## src/rtl/pipeline_hazard_controller.sv

```systemverilog
`default_nettype none
// ============================================================================
// Module   : pipeline_hazard_controller
// Purpose  : Load-use stall, multi-cycle multiply freeze with watchdog, and
//            branch/jump flush sequencing for a five-stage pipeline.
// Revision : 1.0 - initial release
// ============================================================================
module pipeline_hazard_controller #(
    parameter int LOAD_STALL_CYCLES = 1,
    parameter int MULT_TIMEOUT      = 64
) (
    input  logic        clk,
    input  logic        rst_n,
    input  logic        ID_EX_mem_read,
    input  logic [4:0]  ID_EX_rt,
    input  logic [4:0]  IF_ID_rs,
    input  logic [4:0]  IF_ID_rt,
    input  logic        IF_ID_uses_rt,
    input  logic        mult_start,
    input  logic        mult_done,
    input  logic        branch_taken,
    input  logic        jump,
    output logic        pc_write,
    output logic        IF_ID_write,
    output logic        IF_ID_flush,
    output logic        ID_EX_write,
    output logic        ID_EX_bubble,
    output logic        EX_MEM_bubble,
    output logic [15:0] stall_count,
    output logic [15:0] flush_count,
    output logic        mult_timeout
);

    typedef enum logic [1:0] {
        S_RUN        = 2'd0,
        S_LOAD_STALL = 2'd1,
        S_MULT_WAIT  = 2'd2
    } state_t;

    localparam logic [3:0]  C_LOAD_RELOAD = 4'(LOAD_STALL_CYCLES - 1);
    localparam logic [7:0]  C_WDOG_LAST   = 8'(MULT_TIMEOUT - 1);
    localparam logic [15:0] C_CNT_MAX     = 16'hFFFF;

    state_t      r_state;
    state_t      w_next_state;
    logic [3:0]  r_cnt;
    logic [3:0]  w_cnt_next;
    logic [7:0]  r_wdog;
    logic [7:0]  w_wdog_next;
    logic        r_mult_timeout;
    logic        w_timeout_set;
    logic [15:0] r_stall_count;
    logic [15:0] r_flush_count;

    logic        w_hazard;
    logic        w_pc_write;
    logic        w_if_id_write;
    logic        w_if_id_flush;
    logic        w_id_ex_write;
    logic        w_id_ex_bubble;
    logic        w_ex_mem_bubble;

    assign w_hazard = ID_EX_mem_read && (ID_EX_rt != 5'd0) &&
                      ((ID_EX_rt == IF_ID_rs) || (IF_ID_uses_rt && (ID_EX_rt == IF_ID_rt)));

    always_ff @(posedge clk or negedge rst_n) begin
        if (!rst_n) begin
            r_state        <= S_RUN;
            r_cnt          <= 4'd0;
            r_wdog         <= 8'd0;
            r_mult_timeout <= 1'b0;
        end else begin
            r_state <= w_next_state;
            r_cnt   <= w_cnt_next;
            r_wdog  <= w_wdog_next;
            if (w_timeout_set) begin
                r_mult_timeout <= 1'b1;
            end
        end
    end

    always_comb begin
        w_next_state    = r_state;
        w_cnt_next      = r_cnt;
        w_wdog_next     = r_wdog;
        w_timeout_set   = 1'b0;
        w_pc_write      = 1'b1;
        w_if_id_write   = 1'b1;
        w_if_id_flush   = 1'b0;
        w_id_ex_write   = 1'b1;
        w_id_ex_bubble  = 1'b0;
        w_ex_mem_bubble = 1'b0;

        case (r_state)
            S_RUN: begin
                if (mult_start) begin
                    w_next_state = S_MULT_WAIT;
                    w_wdog_next  = 8'd0;
                end else if (w_hazard) begin
                    w_pc_write     = 1'b0;
                    w_if_id_write  = 1'b0;
                    w_id_ex_bubble = 1'b1;
                    // A single-cycle stall is fully covered by this Mealy cycle.
                    if (LOAD_STALL_CYCLES > 1) begin
                        w_cnt_next   = C_LOAD_RELOAD;
                        w_next_state = S_LOAD_STALL;
                    end
                end else if (branch_taken || jump) begin
                    w_if_id_flush = 1'b1;
                end
            end

            S_LOAD_STALL: begin
                w_pc_write     = 1'b0;
                w_if_id_write  = 1'b0;
                w_id_ex_bubble = 1'b1;
                w_cnt_next     = r_cnt - 4'd1;
                if (r_cnt == 4'd1) begin
                    w_next_state = S_RUN;
                end
            end

            S_MULT_WAIT: begin
                w_pc_write      = 1'b0;
                w_if_id_write   = 1'b0;
                w_id_ex_write   = 1'b0;
                w_ex_mem_bubble = 1'b1;
                w_wdog_next     = r_wdog + 8'd1;
                if (mult_done) begin
                    w_next_state = S_RUN;
                end else if (r_wdog == C_WDOG_LAST) begin
                    w_next_state  = S_RUN;
                    w_timeout_set = 1'b1;
                end
            end

            default: begin
                w_next_state = S_RUN;
            end
        endcase
    end

    // Reset forces the pipeline-enable defaults regardless of input activity.
    always_comb begin
        pc_write      = w_pc_write    | ~rst_n;
        IF_ID_write   = w_if_id_write | ~rst_n;
        ID_EX_write   = w_id_ex_write | ~rst_n;
        IF_ID_flush   = w_if_id_flush   & rst_n;
        ID_EX_bubble  = w_id_ex_bubble  & rst_n;
        EX_MEM_bubble = w_ex_mem_bubble & rst_n;
    end

    always_ff @(posedge clk or negedge rst_n) begin
        if (!rst_n) begin
            r_stall_count <= 16'd0;
            r_flush_count <= 16'd0;
        end else begin
            if (!pc_write && (r_stall_count != C_CNT_MAX)) begin
                r_stall_count <= r_stall_count + 16'd1;
            end
            if (IF_ID_flush && (r_flush_count != C_CNT_MAX)) begin
                r_flush_count <= r_flush_count + 16'd1;
            end
        end
    end

    assign stall_count  = r_stall_count;
    assign flush_count  = r_flush_count;
    assign mult_timeout = r_mult_timeout;

endmodule
`default_nettype wire

```

## config.mk

```make
export PLATFORM = sky130hd
export DESIGN_NAME = pipeline_hazard_controller
export DESIGN_NICKNAME = d
export VERILOG_FILES = /design/src/rtl/pipeline_hazard_controller.sv
export SDC_FILE = /design/constraint.sdc
export NUM_CORES = 1
export LEC_CHECK = 0
export BUFFER_PORTS_ARGS = -buffer_cell sky130_fd_sc_hd__clkbuf_2
export CAP_MARGIN = 20
export CORE_UTILIZATION = 25
export CTS_CLUSTER_SIZE = 8
export DETAILED_ROUTE_END_ITERATION = 7
export GPL_ROUTABILITY_DRIVEN = 0
export GPL_TIMING_DRIVEN = 1
export PLACE_DENSITY = 0.51
export SLEW_MARGIN = 10
export SYNTH_ARGS = -nofsm -noshare
export SYNTH_HDL_FRONTEND = slang
export SYNTH_SLANG_ARGS = --single-unit
```

## constraint.sdc

```tcl
create_clock -name clk -period 2.62 [get_ports clk]
set_input_delay 0.262 -clock clk [delete_from_list [all_inputs] [get_ports clk]]
set_output_delay 0.262 -clock clk [all_outputs]
set_load 0.05 [all_outputs]
```

* Word level (Yosys, flattened, before mapping)
Index checks and enable logic that the tools add are counted.
** Word-level totals
- Register bits after elaboration :: 47
- Latch bits :: 0
- RAM bits :: 0
- ROM bits :: 0
- Bits of input ports :: 23
- Output and inout bits :: 39
- Word-level logic and storage cells :: 63
- Memories :: 0
** Cells by class
- Add/subtract/negate cells :: 4
- $mul :: 0
- Div/mod/pow operators :: 0
- Order comparisons :: 0
- Eq/ne operators :: 11
- Shifts and indexed selects :: 0
- Mux-type cells :: 22
- Bitwise operators :: 6
- Reduce and logical (&&, ||, !) cells :: 14
** Operators with widths (number)
- adder 16 x 1 -> 16 bit, second input constant :: 2
- != test 16 bit, second input constant :: 2
- case mux 8 bit (2 select lines) :: 1
- 2-to-1 mux 1 bit :: 13
- == test 5 bit :: 2
- adder 8 x 1 -> 8 bit, second input constant :: 1
- == test 8 x 6 -> 1 bit, second input constant :: 1
- 2-to-1 mux 2 bit :: 4
- 2-to-1 mux 8 bit :: 1
- case mux 2 bit (3 select lines) :: 1
- logical AND 1 bit :: 5
- nonzero test 5 bit :: 1
- == test 4 x 1 -> 1 bit, second input constant :: 1
- != test 2 bit, second input constant :: 2
- case mux 1 bit (2 select lines) :: 2
- subtractor 4 x 1 -> 4 bit, second input constant :: 1
- AND 1 bit :: 3
- != test 3 bit, second input constant :: 1
- AND reduction 3 bit :: 1
- == test 2 x 1 -> 1 bit, second input constant :: 1
- == test 2 bit, second input constant :: 1
- zero test 2 bit :: 1
- logical OR 1 bit :: 2
- OR 1 bit :: 2
- other kinds (5) :: 5

* Depth between registers and ports, before layout
- Depth in word-level cells :: 10
- Mapped depth :: 8
- Gate-level depth less buffers :: 7

* Least setup slack after synthesis
No wires, ideal clock.
- Path type :: reg-to-output
- From :: reg r_state[1]
- To :: out pc_write
- Arrival :: 2.592 ns
- Required time :: 2.358 ns
- Path slack :: -0.234 ns
- Cell stages (with the launch flop) :: 6
- Buffers on the path :: 2
- Cells stage by stage :: dfrtp_1 -> clkbuf_1 -> nand2_1 -> inv_1 -> a31oi_1 -> buf_4
** Between the ends
- Cells in the longest elaborated chain, start to end :: 4
- Elaborated cells between the ends (all ways) :: 6
** Ends and longest elaborated chain
- from (decl) :: line 44 : state_t r_state;
- from (signal assigned) :: line 73 : r_state <= w_next_state;
- == test 2 bit or == test 2 x 1 -> 1 bit (tied branches)
- OR reduction 2 bit (no source line)
- case mux 1 bit (2 select lines) (*)
- OR 1 bit (*)
- to (decl) :: line 23 : output logic pc_write,
Mark *: on every way between the ends. The rest lies on a longest branch, timed or not.

* Final worst setup path
- From :: reg r_stall_count[0], in the netlist stall_count[0]
- To :: reg r_stall_count[1], in the netlist stall_count[1]
** Between the ends
- Cells in the longest elaborated chain, start to end :: 2
- Elaborated cells between the ends (all ways) :: 3
** Ends and longest elaborated chain
- from (decl) :: line 52 : logic [15:0] r_stall_count;
- from (signal assigned) :: line 159 : r_stall_count <= r_stall_count + 16'd1;
- parallel branches: the longest is 2 deep, another holds adder 16 x 1 -> 16 bit
Parallel ways; which one is timed is not known.
A chain may end at the register's enable or synchronous reset.

==> results.yml <==
outcome:
  status: "complete, no violations"
detailed_routing:
  routed_wl_um: 4880
  top_layer: "met4"
  wl_per_cell_um: 12.64
  route.met2.wl_um: 2113
  dr_wl_met3_um: 198
  dr.pass1.iters: 4
  drt-initial-drc-count: 39
  vias_per_cell: 4.611
  vias: 1780
  routedLengthMet1_um: 2484
  drc_errors: 0
  drtAntennaViolNets: 0
setup_path:
  cp-end-kind: "flop"
  cp_top_family: "simple AND/OR/NAND/NOR gates"
  critical_path_class: "reg2reg"
  startpoint_type: "flop"
  path_cells: "ha_1 -> nand4_1 -> o41ai_1 -> or3_1 -> o21ai_4 -> mux2_2"
  cpMaxStageDelayCell: "dfrtp_1"
  crit_arrival_ns: 2.40
  critPathMaxStageDelay_ns: 0.44
  cp_max_fo: 16
  cp.required_ns: 2.81
  crit_buf_inv: 0
sta:
  finalCriticalPeriod_ns: 2.205
  achievable-frequency_mhz: 453.5
  relSlewSlack_pct: 44.16
  finalSetupViolCount: 0
  tightest_slew_ns: 0.8351
  grt_setup_unrepaired: "false"
  hold_viol_final: 0
  finalClockSkew_ns: 0.007960
  post-route-period-util_pct: 84.16
  slew_violations: 0
  tns_ns: 0
grt:
  grt_max_degree: 28
  grt_antenna_before_repair: 0
  grt_pass1_vias: 1679
  grt.overflow.total: 0
  grt_usage_pct: 11.46
  grt_pass1_wl_um: 8052
logic_synthesis:
  synth-main-ff-cell: "dfrtp_1"
  synthArstFlopShare_pct: 100.0
  ys_ff_latch: 42
  synth_top_cell_by_area: "dfrtp_1"
  syn_inst: 212
  yosys.area.top_type_share_pct: 47.86
  netlist_area_mm2: 0.002196
  synthesis.nets: 238
  synth.area.top_cells: "dfrtp_1, xor2_1, xnor2_1, nand3_1, nand4_1"
  synth-edff-count: 0
  ys_warn_count: 0
  synth.distinct_cells: 37
  syn_avg_cell_area_um2: 10.36
  yosysSeqAreaShare_pct: 47.86
cts:
  ctsLongestPathBuffers: 2
  cts-resized-gates: 0
  cts_hold_buf: 1
  root_buffer: "clkbuf_8"
  clock-sinks: 42
  clk_latency_ns: 0.31
  cts_made_buffers: 5
  htree_num_levels: 2
  cts_tree: "built"
  clk_pin_slew_ns: 0.09
  cts_setup_buffers: 0
power_and_ir_drop:
  combPwrFrac_pct: 33.5
  leakagePower_uw: 0.001341
  powerDensity_mw_per_mm2: 729.0
  p_sw_uw: 866.1
  p_sw_share_pct: 43.49
  clkPwrFrac_pct: 22.4
  power_frac_seq_pct: 44.2
  ir_drop_mv: 0.4739
  intPower_uw: 1125
layout:
  syn2layout_area_growth_pct: 24.39
  drive_gt1_share_pct: 30.96
  final_common_cell: "clkbuf_2"
  nets: 306
  layout_common_cells: "clkbuf_2, dfrtp_1, xor2_1"
  antenna_cells: 0
  final_area_mm2: 0.002731
place:
  portBuffers: 61
  dpl_cell_area_mm2: 0.002628
  dp_hpwl_um: 3689
job:
  cap_viol_max_count: 0
floorplan:
  row_count: 33
  pin_count: 62
  die-height_um: 95.72
  start_util_pct: 26.33
  core-area_mm2: 0.008341
  die_area_mm2: 0.009162
  dieWidth_um: 95.72
min_path:
  hold_class: "in2reg"
## path summary, 6_finish.rpt
| check | from | to | slack, ns | depth (start not counted) |
|---|---|---|---|---|
| worst max-delay path | stall_count[0] | stall_count[1] | 0.42 | 6 |
| worst min-delay path | mult_done | mult_timeout | 0.23 | 3 |
| worst max register to register | stall_count[0] | stall_count[1] | 0.42 | 6 |
| worst min register to register | mult_timeout | mult_timeout | 0.48 | 2 |
| max in group asynchronous | rst_n | flush_count[10] | 1.77 | 3 |
| min in group asynchronous | rst_n | stall_count[15] | 0.53 | 3 |
## routing by layer
metal	vias to the layer above	track usage [%]
met2	39	17.62
met3	10	2.607
li1	891	-
met4	0	3.856
met5	-	0
met1	840	15.85
## power groups by stage
stage	Sequential, uW	Clock [uW]	Combinational [uW]
after floorplan	1130	0	238
final	879	446	666
after global placement	893	0	669
after CTS	879	465	675
after global routing	897	485	720
after detailed placement	890	0	673
## final cells by class
| class | count | area (um^2) |
|---|---|---|
| flip-flops and latches | 42 | 1051 |
| clock inverters | 3 | 25.02 |
| fillers | 886 | 5609 |
| clock buffers | 5 | 68.82 |
| multi-input cells | 159 | 1091 |
| well taps | 105 | 131.4 |
| inverters | 7 | 26.28 |
| repair buffers | 65 | 337.8 |
## flip-flops by register name, summed over array words and instances (netlist names)
register,flops
r_wdog,8
flush_count,16
mult_timeout,1
r_state,1
stall_count,16
## stage by stage
step	total power [uW]	utilization [%]	hold WS, ns	instances	worst slack, ns
after floorplan	1366	-	-0.03359	212	0.09171
after global placement	1562	31.50	0.3306	377	0.3474
after detailed placement	1563	31.50	0.3375	377	0.3409
after CTS	2019	32.75	0.2302	386	0.3854
after global routing	2102	32.75	0.2539	386	0.3221
final	1991	32.75	0.2319	386	0.4151
## worst reg2reg max path, stage by stage, from the launching register on
cell	delay, ns
dfrtp_1	0.44
ha_1	0.25
nand4_1	0.15
o41ai_1	0.13
or3_1	0.36
o21ai_4	0.38
mux2_2	0.39
## cell usage after synthesis, types with 3 or more instances
master / count
dfrtp_1: 42
and3_1: 7
nand3_1: 21
nor4_1: 4
o21ai_0: 9
nor3_1: 5
xor2_1: 24
nand4_1: 12
nor2_1: 13
nand2_1: 18
ha_1: 3
inv_1: 6
xnor2_1: 16
## cells by family after synthesis
family | synth area share [%]
and+or+nand+nor | 22.74
DFF | 47.86
xor gates and xnor gates | 15.95
AOI/OAI and AO/OA | 7.351
buffers and inverters | 2.735
muxes | 1.652
adders and majority gates | 1.710
No activity file was read; power rests on OpenSTA's default activity.
